--- config.mk ---
export PLATFORM = sky130hd
export DESIGN_NAME = hybridift_mem_arbiter
export DESIGN_NICKNAME = d
export VERILOG_FILES = /design/src/rtl/hybridift_mem_arbiter.sv
export SDC_FILE = /design/constraint.sdc
export NUM_CORES = 1
export LEC_CHECK = 0
export CAP_MARGIN = 20
export CORE_AREA = 4 4 423 425
export DETAILED_ROUTE_END_ITERATION = 8
export DIE_AREA = 0 0 427 429
export DONT_BUFFER_PORTS = 1
export SYNTH_ARGS = -nofsm -noshare
export SYNTH_HDL_FRONTEND = slang
export SYNTH_SLANG_ARGS = --single-unit
--- constraint.sdc ---
create_clock -name pll_core_cpuclk -period 5.7 [get_ports pll_core_cpuclk]
set_clock_uncertainty 0.05 [all_clocks]
set_input_delay 0.855 -clock pll_core_cpuclk [delete_from_list [all_inputs] [get_ports pll_core_cpuclk]]
set_output_delay 0.855 -clock pll_core_cpuclk [all_outputs]
set_load 0.01 [all_outputs]
--- src/rtl/hybridift_mem_arbiter.sv ---
// Round-robin arbiter sharing one single-port SRAM between NUM_REQ requesters,
// with burst lock and read-response routing. Optional stats: HYBRIDIFT_ARB_STATS_EN.
module hybridift_mem_arbiter #(
   parameter int NUM_REQ     = 2,
   parameter int ADDR_WIDTH  = 21,
   parameter int DATA_WIDTH  = 128,
   parameter int MEM_LATENCY = 1
) (
   input  logic                          pll_core_cpuclk,
   input  logic                          pad_cpu_rst,
   input  logic [NUM_REQ-1:0]            req_valid_i,
   output logic [NUM_REQ-1:0]            req_ready_o,
   input  logic [NUM_REQ-1:0]            req_lock_i,
   input  logic [NUM_REQ-1:0]            req_we_i,
   input  logic [NUM_REQ*ADDR_WIDTH-1:0] req_addr_i,
   input  logic [NUM_REQ*DATA_WIDTH-1:0] req_wdata_i,
   input  logic [NUM_REQ*DATA_WIDTH-1:0] req_strb_i,
   output logic [NUM_REQ-1:0]            rsp_valid_o,
   output logic [DATA_WIDTH-1:0]         rsp_rdata_o,
   output logic                          mem_req_o,
   output logic                          mem_we_o,
   output logic [ADDR_WIDTH-1:0]         mem_addr_o,
   output logic [DATA_WIDTH-1:0]         mem_wdata_o,
   output logic [DATA_WIDTH-1:0]         mem_strb_o,
   input  logic [DATA_WIDTH-1:0]         mem_rdata_i
`ifdef HYBRIDIFT_ARB_STATS_EN
   ,
   output logic [NUM_REQ*32-1:0]         stat_grant_o,
   output logic [NUM_REQ*32-1:0]         stat_stall_o
`endif
);

   localparam int ID_W = (NUM_REQ > 2) ? $clog2(NUM_REQ) : 1;

   typedef enum logic [0:0] {S_IDLE = 1'b0, S_LOCKED = 1'b1} state_t;

   state_t            r_state, w_state_nxt;
   logic [ID_W-1:0]   r_rr_ptr, w_rr_nxt;
   logic [ID_W-1:0]   r_owner, w_owner_nxt;
   logic              w_gnt_vld;
   logic [ID_W-1:0]   w_gnt_idx;
   logic              w_gnt_lock;
   logic              w_gnt_we;
   logic              w_accept;

   logic              r_vld_p [MEM_LATENCY];
   logic [ID_W-1:0]   r_id_p  [MEM_LATENCY];

   function automatic logic [ID_W-1:0] f_next_idx(input logic [ID_W-1:0] idx);
      return (int'(idx) == NUM_REQ - 1) ? '0 : idx + 1'b1;
   endfunction

   function automatic logic [31:0] f_sat_inc(input logic [31:0] v);
      return (v == 32'hFFFF_FFFF) ? v : v + 32'd1;
   endfunction

   // Winner search: scan farthest-to-nearest from rr_ptr so the nearest valid wins.
   always_comb begin
      w_gnt_vld = 1'b0;
      w_gnt_idx = '0;
      if (r_state == S_LOCKED) begin
         for (int i = 0; i < NUM_REQ; i++) begin
            if (r_owner == ID_W'(i) && req_valid_i[i]) begin
               w_gnt_vld = 1'b1;
               w_gnt_idx = ID_W'(i);
            end
         end
      end else begin
         for (int k = NUM_REQ - 1; k >= 0; k--) begin
            for (int i = 0; i < NUM_REQ; i++) begin
               if (req_valid_i[i] && i == (int'(r_rr_ptr) + k) % NUM_REQ) begin
                  w_gnt_vld = 1'b1;
                  w_gnt_idx = ID_W'(i);
               end
            end
         end
      end
   end

   assign w_accept = w_gnt_vld & ~pad_cpu_rst;

   always_comb begin
      w_gnt_lock = 1'b0;
      w_gnt_we   = 1'b0;
      for (int i = 0; i < NUM_REQ; i++) begin
         if (w_gnt_idx == ID_W'(i)) begin
            w_gnt_lock = req_lock_i[i];
            w_gnt_we   = req_we_i[i];
         end
      end
   end

   always_ff @(posedge pll_core_cpuclk) begin
      if (pad_cpu_rst) begin
         r_state  <= S_IDLE;
         r_rr_ptr <= '0;
         r_owner  <= '0;
      end else begin
         r_state  <= w_state_nxt;
         r_rr_ptr <= w_rr_nxt;
         r_owner  <= w_owner_nxt;
      end
   end

   // In LOCKED the winner is always the owner, so one rule covers both states.
   always_comb begin
      w_state_nxt = r_state;
      w_rr_nxt    = r_rr_ptr;
      w_owner_nxt = r_owner;
      if (w_accept) begin
         if (w_gnt_lock) begin
            w_state_nxt = S_LOCKED;
            w_owner_nxt = w_gnt_idx;
         end else begin
            w_state_nxt = S_IDLE;
            w_rr_nxt    = f_next_idx(w_gnt_idx);
         end
      end
   end

   always_comb begin
      req_ready_o = '0;
      mem_req_o   = w_accept;
      mem_we_o    = 1'b0;
      mem_addr_o  = '0;
      mem_wdata_o = '0;
      mem_strb_o  = '0;
      for (int i = 0; i < NUM_REQ; i++) begin
         if (w_accept && w_gnt_idx == ID_W'(i)) begin
            req_ready_o[i] = 1'b1;
            mem_we_o       = req_we_i[i];
            mem_addr_o     = req_addr_i[i*ADDR_WIDTH +: ADDR_WIDTH];
            mem_wdata_o    = req_wdata_i[i*DATA_WIDTH +: DATA_WIDTH];
            mem_strb_o     = req_strb_i[i*DATA_WIDTH +: DATA_WIDTH];
         end
      end
   end

   // Response pipe stage p0 loads on accepted reads; stage p[MEM_LATENCY-1] aligns with mem_rdata_i.
   always_ff @(posedge pll_core_cpuclk) begin
      if (pad_cpu_rst) begin
         for (int i = 0; i < MEM_LATENCY; i++) r_vld_p[i] <= 1'b0;
      end else begin
         r_vld_p[0] <= w_accept & ~w_gnt_we;
         for (int i = 1; i < MEM_LATENCY; i++) r_vld_p[i] <= r_vld_p[i-1];
      end
   end

   always_ff @(posedge pll_core_cpuclk) begin
      r_id_p[0] <= w_gnt_idx;
      for (int i = 1; i < MEM_LATENCY; i++) r_id_p[i] <= r_id_p[i-1];
   end

   always_comb begin
      rsp_valid_o = '0;
      rsp_rdata_o = '0;
      if (r_vld_p[MEM_LATENCY-1] && !pad_cpu_rst) begin
         rsp_rdata_o = mem_rdata_i;
         for (int i = 0; i < NUM_REQ; i++) begin
            if (r_id_p[MEM_LATENCY-1] == ID_W'(i)) rsp_valid_o[i] = 1'b1;
         end
      end
   end

`ifdef HYBRIDIFT_ARB_STATS_EN
   logic [31:0] r_stat_grant [NUM_REQ];
   logic [31:0] r_stat_stall [NUM_REQ];

   always_ff @(posedge pll_core_cpuclk) begin
      if (pad_cpu_rst) begin
         for (int i = 0; i < NUM_REQ; i++) begin
            r_stat_grant[i] <= '0;
            r_stat_stall[i] <= '0;
         end
      end else begin
         for (int i = 0; i < NUM_REQ; i++) begin
            if (req_ready_o[i]) r_stat_grant[i] <= f_sat_inc(r_stat_grant[i]);
            if (req_valid_i[i] && !req_ready_o[i]) r_stat_stall[i] <= f_sat_inc(r_stat_stall[i]);
         end
      end
   end

   always_comb begin
      stat_grant_o = '0;
      stat_stall_o = '0;
      for (int i = 0; i < NUM_REQ; i++) begin
         stat_grant_o[i*32 +: 32] = r_stat_grant[i];
         stat_stall_o[i*32 +: 32] = r_stat_stall[i];
      end
   end
`endif

endmodule
==> results.cfg <==
[run_status]
status = finished clean

[finish]
final_layout_size_suffix_gt1_share_pct = 7.56
area_delta_synth_final_pct = 77.8
postLayoutCoreUtil_pct = 3.99
fin_nets = 1167
fillers = 20915

[detailed_routing]
drc_errors = 0
drtIter0Drc = 630
drt-total-wl_mm = 128
wl_per_cell_um = 44.7
drt_pre_antenna_iters = 5
dr_wl_met2_mm = 58.1
wl_met3_mm = 16.7
drtAntennaViolNets = 0
top_layer = met5
wirelength_met1_mm = 49.6
via_count = 6269
routed_via_density = 2.20

[floorplan]
start_util_pct = 2.24
dieArea_um2 = 183000
fp.dieW_um = 427
dieHeight_um = 429
floorplan.core_area_um2 = 175000
ios = 1101
placementRows = 154

[cts]
cts_made_buffers = 3
clk_latency_ps = 230
ctsLongestPathBuffers = 2
cts_tree = built
cts.sinks = 5
htree_levels = 1
cts_resized = 0
cts-root-buf = clkbuf_16
postCtsSetupRepairBufs = 0
path_clk_slew_ps = 30
holdBufCountCts = 0

[power_and_ir_drop]
power.share.switching_pct = 71.1
clkPwrFrac_pct = 11.4
comb_power_share_pct = 84.4
power.internal_mw = 0.300
power.net_switching_mw = 0.739
sequentialPowerShare_pct = 4.2
total_power_mw = 1.04
power_density_nw_per_um2 = 149
power.leakage_nw = 1.70
max-vdd-ir-drop_mv = 0.0926

[placement]
hpwl_mm = 121
place_congestion = 1.41
port_buffers = 0

[logic_synthesis]
synthXorXnorAreaFrac_pct = 0
ys_ff_latch = 5
synthAdderAreaFrac_pct = 0
syn_inst = 521
synth_compound_area_share_pct = 64.3
syn-cell-area_um2 = 3930
yosysSeqAreaShare_pct = 2.55
synthSimpleGateAreaFrac_pct = 23.3
synth_top_family_by_area = compound AO/OA/AOI/OAI gates
synth_mux_area_share_pct = 0.287
yosysWarningCount = 0
syn_avg_cell_area_um2 = 7.54
ys_types = 26
syn_nets = 1211

[global_route]
antenna_found_initial = 128
track_usage_pct = 13.0
grt-ovfl-total = 0
grt_pass1_wl_mm = 139
grt_max_degree = 99
grt_pass1_vias = 5477

[worst_hold_path]
hp-class = reg -> reg

[run]
max-cap-violations = 0

[sta]
timing.final.crit_share_pct = 69.6
final.setup.tns_ps = 0
setup_viol = 0
slew_headroom_pct = 45.5
fin_crit_ps = 3960
drv_slew = 0
max_freq_ghz = 0.252
rsz0062_at_grt = false
hold_viol = 0
tightest_slew_ps = 811

[setup_path]
cp.required_ps = 4800
startpoint_type = primary input
critical_path_class = in -> out
crit_fanout = 98
arrival_ps = 3060
worst_setup_path_end_kind = primary output
[power by group through the flow]
stage | logic [mW] | registers [mW] | clock network [mW]
4_1_cts | 0.915 | 0.0432 | 0.118
2_1_floorplan | 0.372 | 0.0409 | 0
5_1_grt | 0.898 | 0.0436 | 0.121
3_5_place_dp | 0.911 | 0.0437 | 0
3_3_place_gp | 0.902 | 0.0428 | 0
6_report | 0.877 | 0.0432 | 0.118
[path summary, 6_finish.rpt]
path | start | to | slack, ps | cells past startpoint
setup / recovery | req_valid_i[0] | mem_strb_o[15] | 1740 | 4
hold / removal | r_owner | r_owner | 580 | 3
setup reg to reg | r_owner | r_vld_p[0] | 4150 | 3
hold reg to reg | r_owner | r_owner | 580 | 3
[registers in the layout (all words and copies together), names as in the netlist]
signal    flops
r_id_p        1
r_owner       1
r_state       1
r_vld_p       1
r_rr_ptr      1
[per-layer routing]
metal / GRT usage [%] / up-vias
met2: 21.0 / 910
met4: 2.04 / 50
met3: 7.61 / 221
li1: - / 2036
met5: 0.423 / -
met1: 15.0 / 3052
[cell usage in the layout (no fill, tap or decap), types with 2 or more instances in the layout]
cell         n
inv_1        6
nand4_1      2
o41ai_1      2
o31ai_1      2
and2_1     129
nor2b_1      2
a21oi_1      3
buf_12       8
clkbuf_16    3
diode_2     34
dfxtp_1      5
a22o_1     277
buf_4       19
nor3_1       2
[synthesized netlist by cell type]
cell type | number | area share, %
or3b_2 | 1 | 0.22
o31ai_1 | 2 | 0.38
o2111ai_1 | 1 | 0.22
nor4_4 | 1 | 0.54
and2_1 | 129 | 21
inv_1 | 6 | 0.57
buf_2 | 52 | 6.6
mux2_2 | 1 | 0.29
a41o_1 | 1 | 0.25
o221ai_1 | 1 | 0.22
dfxtp_1 | 5 | 2.5
and3b_1 | 1 | 0.22
a21oi_1 | 3 | 0.38
nor2b_1 | 3 | 0.48
o41ai_1 | 2 | 0.45
clkbuf_1 | 24 | 2.3
nand4_1 | 2 | 0.32
nor3_1 | 2 | 0.25
o211a_1 | 1 | 0.25
nand2_1 | 1 | 0.095
nor3b_2 | 1 | 0.32
a22o_1 | 277 | 62
a2bb2oi_1 | 1 | 0.22
and2b_1 | 1 | 0.19
a311oi_1 | 1 | 0.22
nand2b_1 | 1 | 0.16
[critical path: stages]
cell	delay, ps
nor3b_2	180
nor4_4	700
buf_12	330
a22o_1	730
[final cells by class]
class                           count  area [um2]  area share, %
Antenna cell                       34        85.1           1.22
Clock buffer                        4        78.8           1.13
Inverter                            6        22.5          0.322
Multi-Input combinational cell    434        3470           49.7
Sequential cell                     5         100           1.43
Tap cell                         2340        2930           41.9
Timing Repair Buffer               27         303           4.33
[through the flow]
step / area (um2) / setup WS (ps) / cells / hold WS [ps]
6_report: 6990 / 1740 / 2850 / 580
5_1_grt: 6940 / 1750 / 2832 / 601
2_1_floorplan: 3930 / 2670 / 521 / 472
4_1_cts: 6900 / 1730 / 2816 / 572
3_3_place_gp: 6830 / 1790 / 2812 / 497
3_5_place_dp: 6830 / 1730 / 2812 / 571
[cells by family after synthesis]
group                  after synthesis
AOI/OAI and AO/OA                  290
and+or+nand+nor                    143
buffers and inverters               82
DFF                                  5
muxes                                1
Power figures use the tool's default switching activity.
